==> config.mk <==
export PLATFORM = sky130hd
export DESIGN_NAME = ili9341_spi_receiver
export DESIGN_NICKNAME = d
export VERILOG_FILES = /design/src/rtl/ili9341_spi_receiver_pkg.sv /design/src/rtl/ili9341_spi_receiver_byte_rx.sv /design/src/rtl/ili9341_spi_receiver.sv
export SDC_FILE = /design/constraint.sdc
export NUM_CORES = 1
export LEC_CHECK = 0
export CORE_MARGIN = 8
export CORE_UTILIZATION = 55
export DETAILED_ROUTE_END_ITERATION = 12
export DONT_BUFFER_PORTS = 1
export GPL_ROUTABILITY_DRIVEN = 0
export PLACE_DENSITY = 0.7
export SLEW_MARGIN = 20
export SYNTH_ARGS = -nofsm -noshare
export SYNTH_HDL_FRONTEND = slang
export SYNTH_SLANG_ARGS = --single-unit
==> constraint.sdc <==
create_clock -name clk -period 4.35 [get_ports clk]
set_clock_uncertainty 0.05 [all_clocks]
set_input_delay 0.87 -clock clk [delete_from_list [all_inputs] [get_ports clk]]
set_output_delay 0.87 -clock clk [all_outputs]
set_load 0.03 [all_outputs]
==> src/rtl/ili9341_spi_receiver_pkg.sv <==
// ili9341_defines
// Shared ILI9341 definitions: command opcodes understood by the receiver and
// the RGB565 pixel layout used on the framebuffer write port.
// No ports (package).

package ili9341_defines;

    localparam logic [7:0] CMD_SWRESET = 8'h01;
    localparam logic [7:0] CMD_SLPOUT  = 8'h11;
    localparam logic [7:0] CMD_DISPOFF = 8'h28;
    localparam logic [7:0] CMD_DISPON  = 8'h29;
    localparam logic [7:0] CMD_CASET   = 8'h2A;
    localparam logic [7:0] CMD_PASET   = 8'h2B;
    localparam logic [7:0] CMD_RAMWR   = 8'h2C;

    typedef struct packed {
        logic [4:0] red;
        logic [5:0] green;
        logic [4:0] blue;
    } ILI9341_color_t;

endpackage

==> src/rtl/ili9341_spi_receiver_byte_rx.sv <==
// spi_byte_receiver
// Brings the SPI pins into the clk domain through 2-FF synchronizers, detects
// spi_clk rising edges and assembles MSB-first bytes. A byte appears on
// byte_valid three clk cycles after the spi_clk rising edge of its bit 0.
// Ports:
//   clk, rst        system clock, synchronous active-high reset
//   soft_clr        clears the bit count only (synchronizers keep running)
//   spi_csb, spi_clk, spi_mosi, data_commandb   raw SPI pins
//   byte_valid      one-cycle strobe with byte_data / byte_dc
//   byte_data       received byte
//   byte_dc         data_commandb as sampled with bit 0

module spi_byte_receiver (
    input  logic       clk,
    input  logic       rst,
    input  logic       soft_clr,
    input  logic       spi_csb,
    input  logic       spi_clk,
    input  logic       spi_mosi,
    input  logic       data_commandb,
    output logic       byte_valid,
    output logic [7:0] byte_data,
    output logic       byte_dc
);

    logic [1:0] r_csb_sync;
    logic [1:0] r_sclk_sync;
    logic [1:0] r_mosi_sync;
    logic [1:0] r_dc_sync;
    logic       r_sclk_prev;
    logic [2:0] r_bit_cnt;
    logic [6:0] r_shift;
    logic       w_rise;

    assign w_rise = r_sclk_sync[1] & ~r_sclk_prev;

    always_ff @(posedge clk) begin
        if (rst) begin
            r_csb_sync  <= 2'b11;
            r_sclk_sync <= 2'b00;
            r_mosi_sync <= 2'b00;
            r_dc_sync   <= 2'b00;
            r_sclk_prev <= 1'b0;
            r_bit_cnt   <= 3'd0;
            r_shift     <= 7'd0;
            byte_valid  <= 1'b0;
            byte_data   <= 8'd0;
            byte_dc     <= 1'b0;
        end else begin
            r_csb_sync  <= {r_csb_sync[0], spi_csb};
            r_sclk_sync <= {r_sclk_sync[0], spi_clk};
            r_mosi_sync <= {r_mosi_sync[0], spi_mosi};
            r_dc_sync   <= {r_dc_sync[0], data_commandb};
            r_sclk_prev <= r_sclk_sync[1];
            byte_valid  <= 1'b0;
            // Deselect drops any partial byte; the next select starts at bit 7.
            if (soft_clr || r_csb_sync[1]) begin
                r_bit_cnt <= 3'd0;
            end else if (w_rise) begin
                if (r_bit_cnt == 3'd7) begin
                    byte_valid <= 1'b1;
                    byte_data  <= {r_shift, r_mosi_sync[1]};
                    byte_dc    <= r_dc_sync[1];
                    r_bit_cnt  <= 3'd0;
                end else begin
                    r_shift   <= {r_shift[5:0], r_mosi_sync[1]};
                    r_bit_cnt <= r_bit_cnt + 3'd1;
                end
            end
        end
    end

endmodule

==> src/rtl/ili9341_spi_receiver.sv <==
// ili9341_spi_receiver
// Receives the ILI9341 SPI command/data stream and turns RAMWR pixel data into
// framebuffer writes at y*DISPLAY_WIDTH+x inside the CASET/PASET window.
// Optional build macro ILI9341_RX_BOUNDS_CHECK_EN: rejects out-of-range or
// inverted windows and raises the sticky error flag; without it window values
// are truncated to the pointer width and error stays 0.
// Ports:
//   clk, rst                      system clock, synchronous active-high reset
//   spi_csb/clk/mosi, data_commandb   SPI slave inputs (mode 0, MSB first)
//   spi_miso                      tied 0
//   fb_wr_ena/addr/data           framebuffer write port (RGB565)
//   cmd_valid, cmd_byte           command strobe and last opcode
//   sleep_out, display_on         SLPOUT / DISPON status
//   error                         sticky window error
//
// state    | meaning
// S_IDLE   | after reset or a status command, data bytes ignored
// S_CASET  | collecting xs/xe parameter bytes
// S_PASET  | collecting ys/ye parameter bytes
// S_RAMWR  | data bytes are pixel halves, high byte first
// S_IGNORE | unsupported command, its parameters ignored

module ili9341_spi_receiver
    import ili9341_defines::*;
#(
    parameter int DISPLAY_WIDTH  = 240,
    parameter int DISPLAY_HEIGHT = 320,
    parameter int VRAM_L         = DISPLAY_WIDTH * DISPLAY_HEIGHT
) (
    input  logic                      clk,
    input  logic                      rst,
    input  logic                      spi_csb,
    input  logic                      spi_clk,
    input  logic                      spi_mosi,
    input  logic                      data_commandb,
    output logic                      spi_miso,
    output logic                      fb_wr_ena,
    output logic [$clog2(VRAM_L)-1:0] fb_wr_addr,
    output logic [15:0]               fb_wr_data,
    output logic                      cmd_valid,
    output logic [7:0]                cmd_byte,
    output logic                      sleep_out,
    output logic                      display_on,
    output logic                      error
);

    localparam int AW = $clog2(VRAM_L);
    localparam int XW = $clog2(DISPLAY_WIDTH);
    localparam int YW = $clog2(DISPLAY_HEIGHT);
    localparam logic [15:0]   W_LIM = 16'(DISPLAY_WIDTH);
    localparam logic [15:0]   H_LIM = 16'(DISPLAY_HEIGHT);
    localparam logic [XW-1:0] X_MAX = XW'(DISPLAY_WIDTH - 1);
    localparam logic [YW-1:0] Y_MAX = YW'(DISPLAY_HEIGHT - 1);
`ifdef ILI9341_RX_BOUNDS_CHECK_EN
    localparam bit BOUNDS_EN = 1'b1;
`else
    localparam bit BOUNDS_EN = 1'b0;
`endif

    typedef enum logic [2:0] {S_IDLE, S_CASET, S_PASET, S_RAMWR, S_IGNORE} state_t;

    state_t         r_state, w_state_nxt;
    logic           w_byte_valid, w_byte_dc, w_cmd, w_dat, w_swreset;
    logic [7:0]     w_byte_data;
    logic [2:0]     r_param_cnt;
    logic [7:0]     r_p0, r_p1, r_p2;
    logic [15:0]    w_start, w_end;
    logic           w_x_bad, w_y_bad;
    logic [XW-1:0]  r_xs, r_xe, r_x;
    logic [YW-1:0]  r_ys, r_ye, r_y;
    logic           r_hi_valid;
    logic [7:0]     r_hi_byte;
    logic [AW-1:0]  w_addr;
    logic           r_wr_ena, r_cmd_valid, r_sleep, r_disp, r_error;
    logic [AW-1:0]  r_wr_addr;
    ILI9341_color_t r_wr_data;
    logic [7:0]     r_cmd_byte;

    spi_byte_receiver u_byte_rx (
        .clk           (clk),
        .rst           (rst),
        .soft_clr      (w_swreset),
        .spi_csb       (spi_csb),
        .spi_clk       (spi_clk),
        .spi_mosi      (spi_mosi),
        .data_commandb (data_commandb),
        .byte_valid    (w_byte_valid),
        .byte_data     (w_byte_data),
        .byte_dc       (w_byte_dc)
    );

    assign w_cmd     = w_byte_valid & ~w_byte_dc;
    assign w_dat     = w_byte_valid & w_byte_dc;
    assign w_swreset = w_cmd && (w_byte_data == CMD_SWRESET);

    // Fourth parameter byte completes the window: {b0,b1} start, {b2,b3} end.
    assign w_start = {r_p0, r_p1};
    assign w_end   = {r_p2, w_byte_data};
    assign w_x_bad = BOUNDS_EN && ((w_end >= W_LIM) || (w_start > w_end));
    assign w_y_bad = BOUNDS_EN && ((w_end >= H_LIM) || (w_start > w_end));

    assign w_addr = AW'(r_y) * AW'(DISPLAY_WIDTH) + AW'(r_x);

    always_ff @(posedge clk) begin
        if (rst) begin
            r_state <= S_IDLE;
        end else begin
            r_state <= w_state_nxt;
        end
    end

    always_comb begin
        w_state_nxt = r_state;
        if (w_cmd) begin
            case (w_byte_data)
                CMD_CASET: w_state_nxt = S_CASET;
                CMD_PASET: w_state_nxt = S_PASET;
                CMD_RAMWR: w_state_nxt = S_RAMWR;
                CMD_SWRESET, CMD_SLPOUT, CMD_DISPON, CMD_DISPOFF: w_state_nxt = S_IDLE;
                default:   w_state_nxt = S_IGNORE;
            endcase
        end
    end

    always_ff @(posedge clk) begin
        if (rst || w_swreset) begin
            r_param_cnt <= 3'd0;
            r_p0        <= 8'd0;
            r_p1        <= 8'd0;
            r_p2        <= 8'd0;
            r_xs        <= '0;
            r_xe        <= X_MAX;
            r_ys        <= '0;
            r_ye        <= Y_MAX;
            r_x         <= '0;
            r_y         <= '0;
            r_hi_valid  <= 1'b0;
            r_hi_byte   <= 8'd0;
            r_wr_ena    <= 1'b0;
            r_wr_addr   <= '0;
            r_wr_data   <= '0;
            r_cmd_valid <= 1'b0;
            r_cmd_byte  <= 8'd0;
            r_sleep     <= 1'b0;
            r_disp      <= 1'b0;
            r_error     <= 1'b0;
        end else begin
            r_cmd_valid <= 1'b0;
            r_wr_ena    <= 1'b0;
            if (w_cmd) begin
                r_cmd_valid <= 1'b1;
                r_cmd_byte  <= w_byte_data;
                r_param_cnt <= 3'd0;
                r_hi_valid  <= 1'b0;
                case (w_byte_data)
                    CMD_SLPOUT:  r_sleep <= 1'b1;
                    CMD_DISPON:  r_disp  <= 1'b1;
                    CMD_DISPOFF: r_disp  <= 1'b0;
                    CMD_RAMWR: begin
                        r_x <= r_xs;
                        r_y <= r_ys;
                    end
                    default: ;
                endcase
            end else if (w_dat) begin
                case (r_state)
                    S_CASET, S_PASET: begin
                        if (r_param_cnt != 3'd4) begin
                            r_param_cnt <= r_param_cnt + 3'd1;
                            case (r_param_cnt)
                                3'd0: r_p0 <= w_byte_data;
                                3'd1: r_p1 <= w_byte_data;
                                3'd2: r_p2 <= w_byte_data;
                                default: begin
                                    if (r_state == S_CASET) begin
                                        if (w_x_bad) begin
                                            r_error <= 1'b1;
                                        end else begin
                                            r_xs <= w_start[XW-1:0];
                                            r_xe <= w_end[XW-1:0];
                                        end
                                    end else begin
                                        if (w_y_bad) begin
                                            r_error <= 1'b1;
                                        end else begin
                                            r_ys <= w_start[YW-1:0];
                                            r_ye <= w_end[YW-1:0];
                                        end
                                    end
                                end
                            endcase
                        end
                    end
                    S_RAMWR: begin
                        if (!r_hi_valid) begin
                            r_hi_valid <= 1'b1;
                            r_hi_byte  <= w_byte_data;
                        end else begin
                            r_hi_valid <= 1'b0;
                            r_wr_ena   <= 1'b1;
                            r_wr_addr  <= w_addr;
                            r_wr_data  <= ILI9341_color_t'({r_hi_byte, w_byte_data});
                            if (r_x == r_xe) begin
                                r_x <= r_xs;
                                r_y <= (r_y == r_ye) ? r_ys : r_y + 1'b1;
                            end else begin
                                r_x <= r_x + 1'b1;
                            end
                        end
                    end
                    default: ;
                endcase
            end
        end
    end

    assign spi_miso   = 1'b0;
    assign fb_wr_ena  = r_wr_ena;
    assign fb_wr_addr = r_wr_addr;
    assign fb_wr_data = r_wr_data;
    assign cmd_valid  = r_cmd_valid;
    assign cmd_byte   = r_cmd_byte;
    assign sleep_out  = r_sleep;
    assign display_on = r_disp;
    assign error      = r_error;

endmodule

; ---- Word-level counts from Yosys, hierarchy flattened
; Cells that the tools add are included.
[totals]
ff_bits = 150
latchBits = 0
ramBits = 0
romBits = 0
out_inout_bits = 47
wordCells = 120
n_memories = 0
[classes]
addsub = 5
n_mul = 1
n_div = 0
n_lt_le_gt_ge = 0
n_eq_ne = 17
shifts = 0
mux = 20
bitwise_logic = 14
reduce_logical = 31
[ops]
columns = cell, count
row1 = $mux 9, 7
row2 = $mux 8, 6
row3 = $eq 8x6->1 const B, 5
row4 = $reduce_and 5->1, 4
row5 = $add 17x8->17, 1
row6 = $mul 9x4->13 const B, 1
row7 = $pmux 3 s4, 1
row8 = $reduce_and 4->1, 3
row9 = $reduce_and 6->1, 2
row10 = $not 1->1, 11
row11 = $reduce_bool 2->1, 5
row12 = $add 9x1->9 const B, 1
row13 = $eq 3x2->1 const B, 3
row14 = $eq 9x9->1, 1
row15 = $reduce_and 3->1, 3
row16 = $add 8x1->8 const B, 1
row17 = $eq 8x1->1 const B, 1
row18 = $eq 8x5->1 const B, 1
row19 = $eq 8x8->1, 1
row20 = $reduce_or 4->1, 2
row21 = $add 3x1->3 const B, 2
row22 = $eq 3x1->1 const B, 2
row23 = $reduce_and 2->1, 3
row24 = $reduce_or 2->1, 3
row25 = 11 further kinds, 18

; ---- Depth between registers and ports, before layout
; Gate-level depths: netlist of the first run.
[logic_depth]
word_depth = 7
ltp_mapped = 12
mapped_depth_nobuf = 12

; ---- Cells and area by module
; From an unflattened synthesis of the first run, not the netlist that was laid out.
[unflattened]
hier_cells = 833
hier_area_um2 = 7342.0
[by_module_without_submodules]
columns = mod, instances, cells_each, area_per_inst_um2
row1 = ili9341_spi_receiver, 1, 741, 6268.5
row2 = spi_byte_receiver, 1, 92, 1073.5

; ---- Worst setup path before layout of the first run
; OpenSTA, ideal clock, no wires.
[synth_timing]
kind = reg2reg
startpoint = reg r_y[6]
endpoint = reg r_wr_addr[15], in the netlist fb_wr_addr[15]
t_arrival_ns = 3.290
slack_ns = 0.877
stages_incl_launch_ff = 13
n_path_buf = 0
synth_period_minus_slack_ns = 3.473
path_cell_list = dfxtp_1 -> inv_1 -> fa_1 -> fa_1 -> inv_1 -> ha_1 -> nor2b_1 -> or3b_2 -> nand3_1 -> nand4_1 -> nor3_1 -> xor2_1 -> a21oi_1
[synth_via]
elab_chain_len = 2
[synth_lines]
columns = item, line_no
row1 = "start, declared", ili9341_spi_receiver.sv:70  ; logic [YW-1:0] r_ys, r_ye, r_y;
row2 = "start signal, assigned", ili9341_spi_receiver.sv:161  ; r_y <= r_ys;
row3 = "start signal, assigned", ili9341_spi_receiver.sv:205  ; r_y <= (r_y == r_ye) ? r_ys : r_y + 1'b1;
row4 = $mul 9x4->13, ili9341_spi_receiver.sv:102  ; assign w_addr = AW'(r_y) * AW'(DISPLAY_WIDTH) + AW'(r_x);
row5 = $add 17x8->17, ili9341_spi_receiver.sv:102
row6 = "end signal, assigned", ili9341_spi_receiver.sv:201  ; r_wr_addr <= w_addr;
row7 = "end, declared", ili9341_spi_receiver.sv:75  ; logic [AW-1:0] r_wr_addr;
; No other way between the ends.
; A chain may end at the register's enable or synchronous reset.

; ---- Worst setup path in the final report of the first run
[layout_timing]
startpoint = reg r_y[2]
endpoint = reg r_wr_addr[16], in the netlist fb_wr_addr[16]
; The elaborated chain is that of the path after synthesis.

==> reports/results.md, run 1 <==
Route
* **first-pass iteration count of the detailed router** 5
* **number of remaining DRC errors** 0
* **number of vias per cell after detailed routing** 5.56
* **count of nets left with antenna violations after detail routing** 0
* **Vias** 5,566
* **Starting DRT DRC Count** 285
* **routed len/inst** 16.2 µm
* **final WL** 16,200 µm

Power
* **internal power consumption** 2.25 mW
* **pwr/cell area** 354 nW/µm²
* **part of the total power dissipated in sequential elements** 0.482
* **Leak Pwr** 3.20 nW
* **Clock power frac** 0.508
* **peak supply drop** 0.257 mV
* **power spent charging and discharging nets** 0.610 mW
* **overall power of the completed layout** 2.86 mW
* **switching share of power** 0.213
* **portion of total power attributed to combinational logic** 0.010

Synthesis
* **number of flops mapped to enable cells by yosys** 0
* **flops & latches, synth** 150
* **yosys warns** 0
* **sequential element share of the synthesized area** 0.403
* **post-synth design cell area** 7440 µm²
* **number of library cell types mapped by synthesis** 63
* **ys flop type** sky130_fd_sc_hd__dfxtp_1
* **cell count after synthesis** 833
* **fraction of synthesis flops using an asynchronous set or reset pin** 0
* **average size of a mapped cell** 8.93 µm²

GRT
* **largest net degree at the start of global routing** 41
* **GRT Residual Overflow** 0
* **via count of the first global-routing pass** 5,461
* **number of antenna violations at the first check in global routing** 0
* **total routing usage reported by global routing** 0.189
* **first-pass GRT wire length** 27,200 µm

Placement
* **instance area after placement** 7480 µm²
* **count of port buffers added during placement** 0
* **HPWL reported at the end of detailed placement** 11,400 µm
* **Placed Instances** 969
* **pre-CTS WS** 580 ps

Clock network
* **maximum number of buffers from clock root to sink** 2
* **number of buffers created by CTS** 17
* **master cell of the clock root buffer** sky130_fd_sc_hd__clkbuf_16
* **number of H-tree levels** 4
* **buffers inserted by post-CTS timing repair** 0
* **number of sinks handled by clock tree synthesis** 150
* **clock-pin slew on the worst setup and hold paths** 60 ps
* **Worst-Skew Late Latency** 420 ps
* **clock tree from TritonCTS** yes
* **post_cts resized** 0
* **# hold bufs at CTS** 0

Finish
* **number of inserted diodes** 0
* **Area growth syn-to-layout** 8.49%
* **count of filler cells inserted in the layout** 1,151
* **core occupancy in the finished layout** 0.610
* **final std cell area, no fill** 8070 µm²
* **footprint of the flip-flops and latches** 3000 µm²
* **fraction of layout instances using a drive strength above 1** 0.0776
* **area occupied by multi-input gates** 4080 µm²
* **net total in the final layout** 867
* **Non-Filler Instances** 1,001

Setup path
* **CP startpoint kind** flop
* **highest net fanout along the worst path** 8
* **Crit Path Category** reg -> reg
* **Worst setup startpoint** r_y[2]$_SDFFE_PP0P_
* **worst reg2reg startpoint** r_y[2]$_SDFFE_PP0P_
* **data required time of the critical path** 4590 ps
* **Worst EP arrival** 4080 ps
* **Crit. End Element** flop

Status
* **result of the run** completed

Timing
* **post-route worst hold slack** 367 ps
* **RSZ-0062 raised after global routing** false
* **achievable frequency** 260 MHz
* **part of the cycle the worst path needs** 0.883
* **min cycle time layout** 3840 ps
* **final setup slack of the worst path** 508 ps
* **Total Negative Setup Slacks** 0 ps
* **measured slew at the worst slew-check pin** 1080 ps
* **number of failing setup endpoints in the final timing report** 0
* **worst-case headroom to the max-slew limit** 0.281
* **number of max-slew violations in the final report** 0
* **Hold Vio Cnt, Final** 0

Floorplan
* **Ports** 53
* **std cell rows** 42
* **Vert. Die Dim** 132 µm
* **starting density of the core** 0.562
* **core area** 13,200 µm²
* **area enclosed by the die boundary** 17,500 µm²
* **overall die width** 132 µm

Worst hold path
* **classification of the worst-slack hold path** reg -> reg
* **Worst Hold Launch** u_byte_rx.r_csb_sync[0]$_SDFF_PP1_

Job
* **maxcap violations** 0

## power groups by stage
stage	registers, mW	logic [mW]	clock network, mW
after CTS	1.38	0.0299	1.48
after global placement	1.41	0.0289	0
after floorplan	1.41	0.0306	0
after global routing	1.38	0.0322	1.54
final	1.38	0.0299	1.45
after detailed placement	1.41	0.0297	0
## registers in the layout (all words and copies together) (netlist names), 3 cells and up
signal,cells
r_hi_byte,8
r_xe,8
u_byte_rx.byte_data,8
cmd_byte,8
r_state,3
u_byte_rx.r_bit_cnt,3
r_xs,8
r_ys,9
r_y,9
r_p1,8
fb_wr_addr,17
fb_wr_data,16
r_param_cnt,3
u_byte_rx.r_shift,7
r_x,8
r_ye,9
## logic make-up (layout without fill, tap and decap cells)
group	count (synthesis)	in the layout	synth area share
other	1	2	0.000504
and+or+nand+nor	302	302	0.193
DFF	150	150	0.403
AOI/OAI and AO/OA	141	141	0.111
buffers and inverters	80	71	0.0523
xor gates and xnor gates	36	36	0.0424
adders and majority gates	49	49	0.0985
muxes	74	74	0.0995
## final timing paths
kind / end / slack (ps) / cells past startpoint
min: u_byte_rx.r_csb_sync[1]$_SDFF_PP1_ / 370 / 1
max: fb_wr_addr[16]$_SDFFE_PP0P_ / 510 / 12
max reg2reg: fb_wr_addr[16]$_SDFFE_PP0P_ / 510 / 12
min reg2reg: u_byte_rx.r_csb_sync[1]$_SDFF_PP1_ / 370 / 1
## routing by layer
| metal | GRT usage | wire length [µm] | vias up |
|---|---|---|---|
| met5 | 0 | 0 | - |
| met4 | 0.0795 | 327 | 0 |
| met3 | 0.0545 | 905 | 30 |
| met2 | 0.319 | 7700 | 127 |
| met1 | 0.219 | 7250 | 2631 |
| li1 | - | - | 2778 |
## area by class of cell
| class | count | share of cell area |
|---|---|---|
| clock inverters | 13 | 0.0178 |
| flip-flops and latches | 150 | 0.372 |
| inverters | 31 | 0.0144 |
| well taps | 176 | 0.0273 |
| clock buffers | 19 | 0.0549 |
| repair buffers | 8 | 0.00899 |
| multi-input cells | 604 | 0.505 |
## Yosys cell counts, types with 16 or more instances
library cell               number  area [µm²]
sky130_fd_sc_hd__dfxtp_1      150        3000
sky130_fd_sc_hd__a21oi_1       80         400
sky130_fd_sc_hd__inv_1         31         116
sky130_fd_sc_hd__nor2_1        94         353
sky130_fd_sc_hd__xnor2_1       21         184
sky130_fd_sc_hd__o21ai_0       26         130
sky130_fd_sc_hd__ha_1          33         413
sky130_fd_sc_hd__mux2i_1       74         741
sky130_fd_sc_hd__clkbuf_1      20        75.1
sky130_fd_sc_hd__nor2b_1       17         106
sky130_fd_sc_hd__nor3_1        17        85.1
sky130_fd_sc_hd__fa_1          16         320
sky130_fd_sc_hd__nand2_1      106         398
## worst max-delay path, cell delays in order, from the launching register on
cell                        delay [ps]
sky130_fd_sc_hd__dfxtp_1           500
sky130_fd_sc_hd__inv_1             150
sky130_fd_sc_hd__fa_1              500
sky130_fd_sc_hd__fa_1              510
sky130_fd_sc_hd__inv_1              40
sky130_fd_sc_hd__ha_1              360
sky130_fd_sc_hd__o21ai_1           280
sky130_fd_sc_hd__o21ai_0           210
sky130_fd_sc_hd__a2111oi_0         470
sky130_fd_sc_hd__a311oi_1          150
sky130_fd_sc_hd__nor3_2            240
sky130_fd_sc_hd__xnor2_1           150
sky130_fd_sc_hd__a21oi_1           100
## cells in the final DEF, fill, tap and decap left out, types with 3 or more instances in the layout
master                      count
sky130_fd_sc_hd__xnor2_1       21
sky130_fd_sc_hd__and3_1         7
sky130_fd_sc_hd__a211oi_1       6
sky130_fd_sc_hd__nor3_1        17
sky130_fd_sc_hd__nor4_1         4
sky130_fd_sc_hd__inv_6          4
sky130_fd_sc_hd__mux2i_1       74
sky130_fd_sc_hd__or3b_2         4
sky130_fd_sc_hd__nor3b_1        3
sky130_fd_sc_hd__nand2b_1       5
sky130_fd_sc_hd__clkinv_4       3
sky130_fd_sc_hd__nand3_1       15
sky130_fd_sc_hd__buf_4          7
sky130_fd_sc_hd__nand2_1      106
sky130_fd_sc_hd__nor2_1        94
sky130_fd_sc_hd__nor2b_1       17
sky130_fd_sc_hd__o21ai_0       24
sky130_fd_sc_hd__clkinv_2       3
sky130_fd_sc_hd__ha_1          33
sky130_fd_sc_hd__dfxtp_1      150
sky130_fd_sc_hd__nand4_1        4
sky130_fd_sc_hd__a21oi_1       80
sky130_fd_sc_hd__and2_1         7
sky130_fd_sc_hd__or2_2          5
sky130_fd_sc_hd__inv_1         31
sky130_fd_sc_hd__clkbuf_16     17
sky130_fd_sc_hd__xor2_1        15
sky130_fd_sc_hd__fa_1          16
sky130_fd_sc_hd__o211ai_1       3
sky130_fd_sc_hd__a21o_1         3
(Power assumes the default switching activity.)
==> inputs of run 2 (changes only) <==
CAP_MARGIN = 20   (was default)
==> results of run 2 <==
The final DEF is identical to that of run 1; final timing and power are the same.
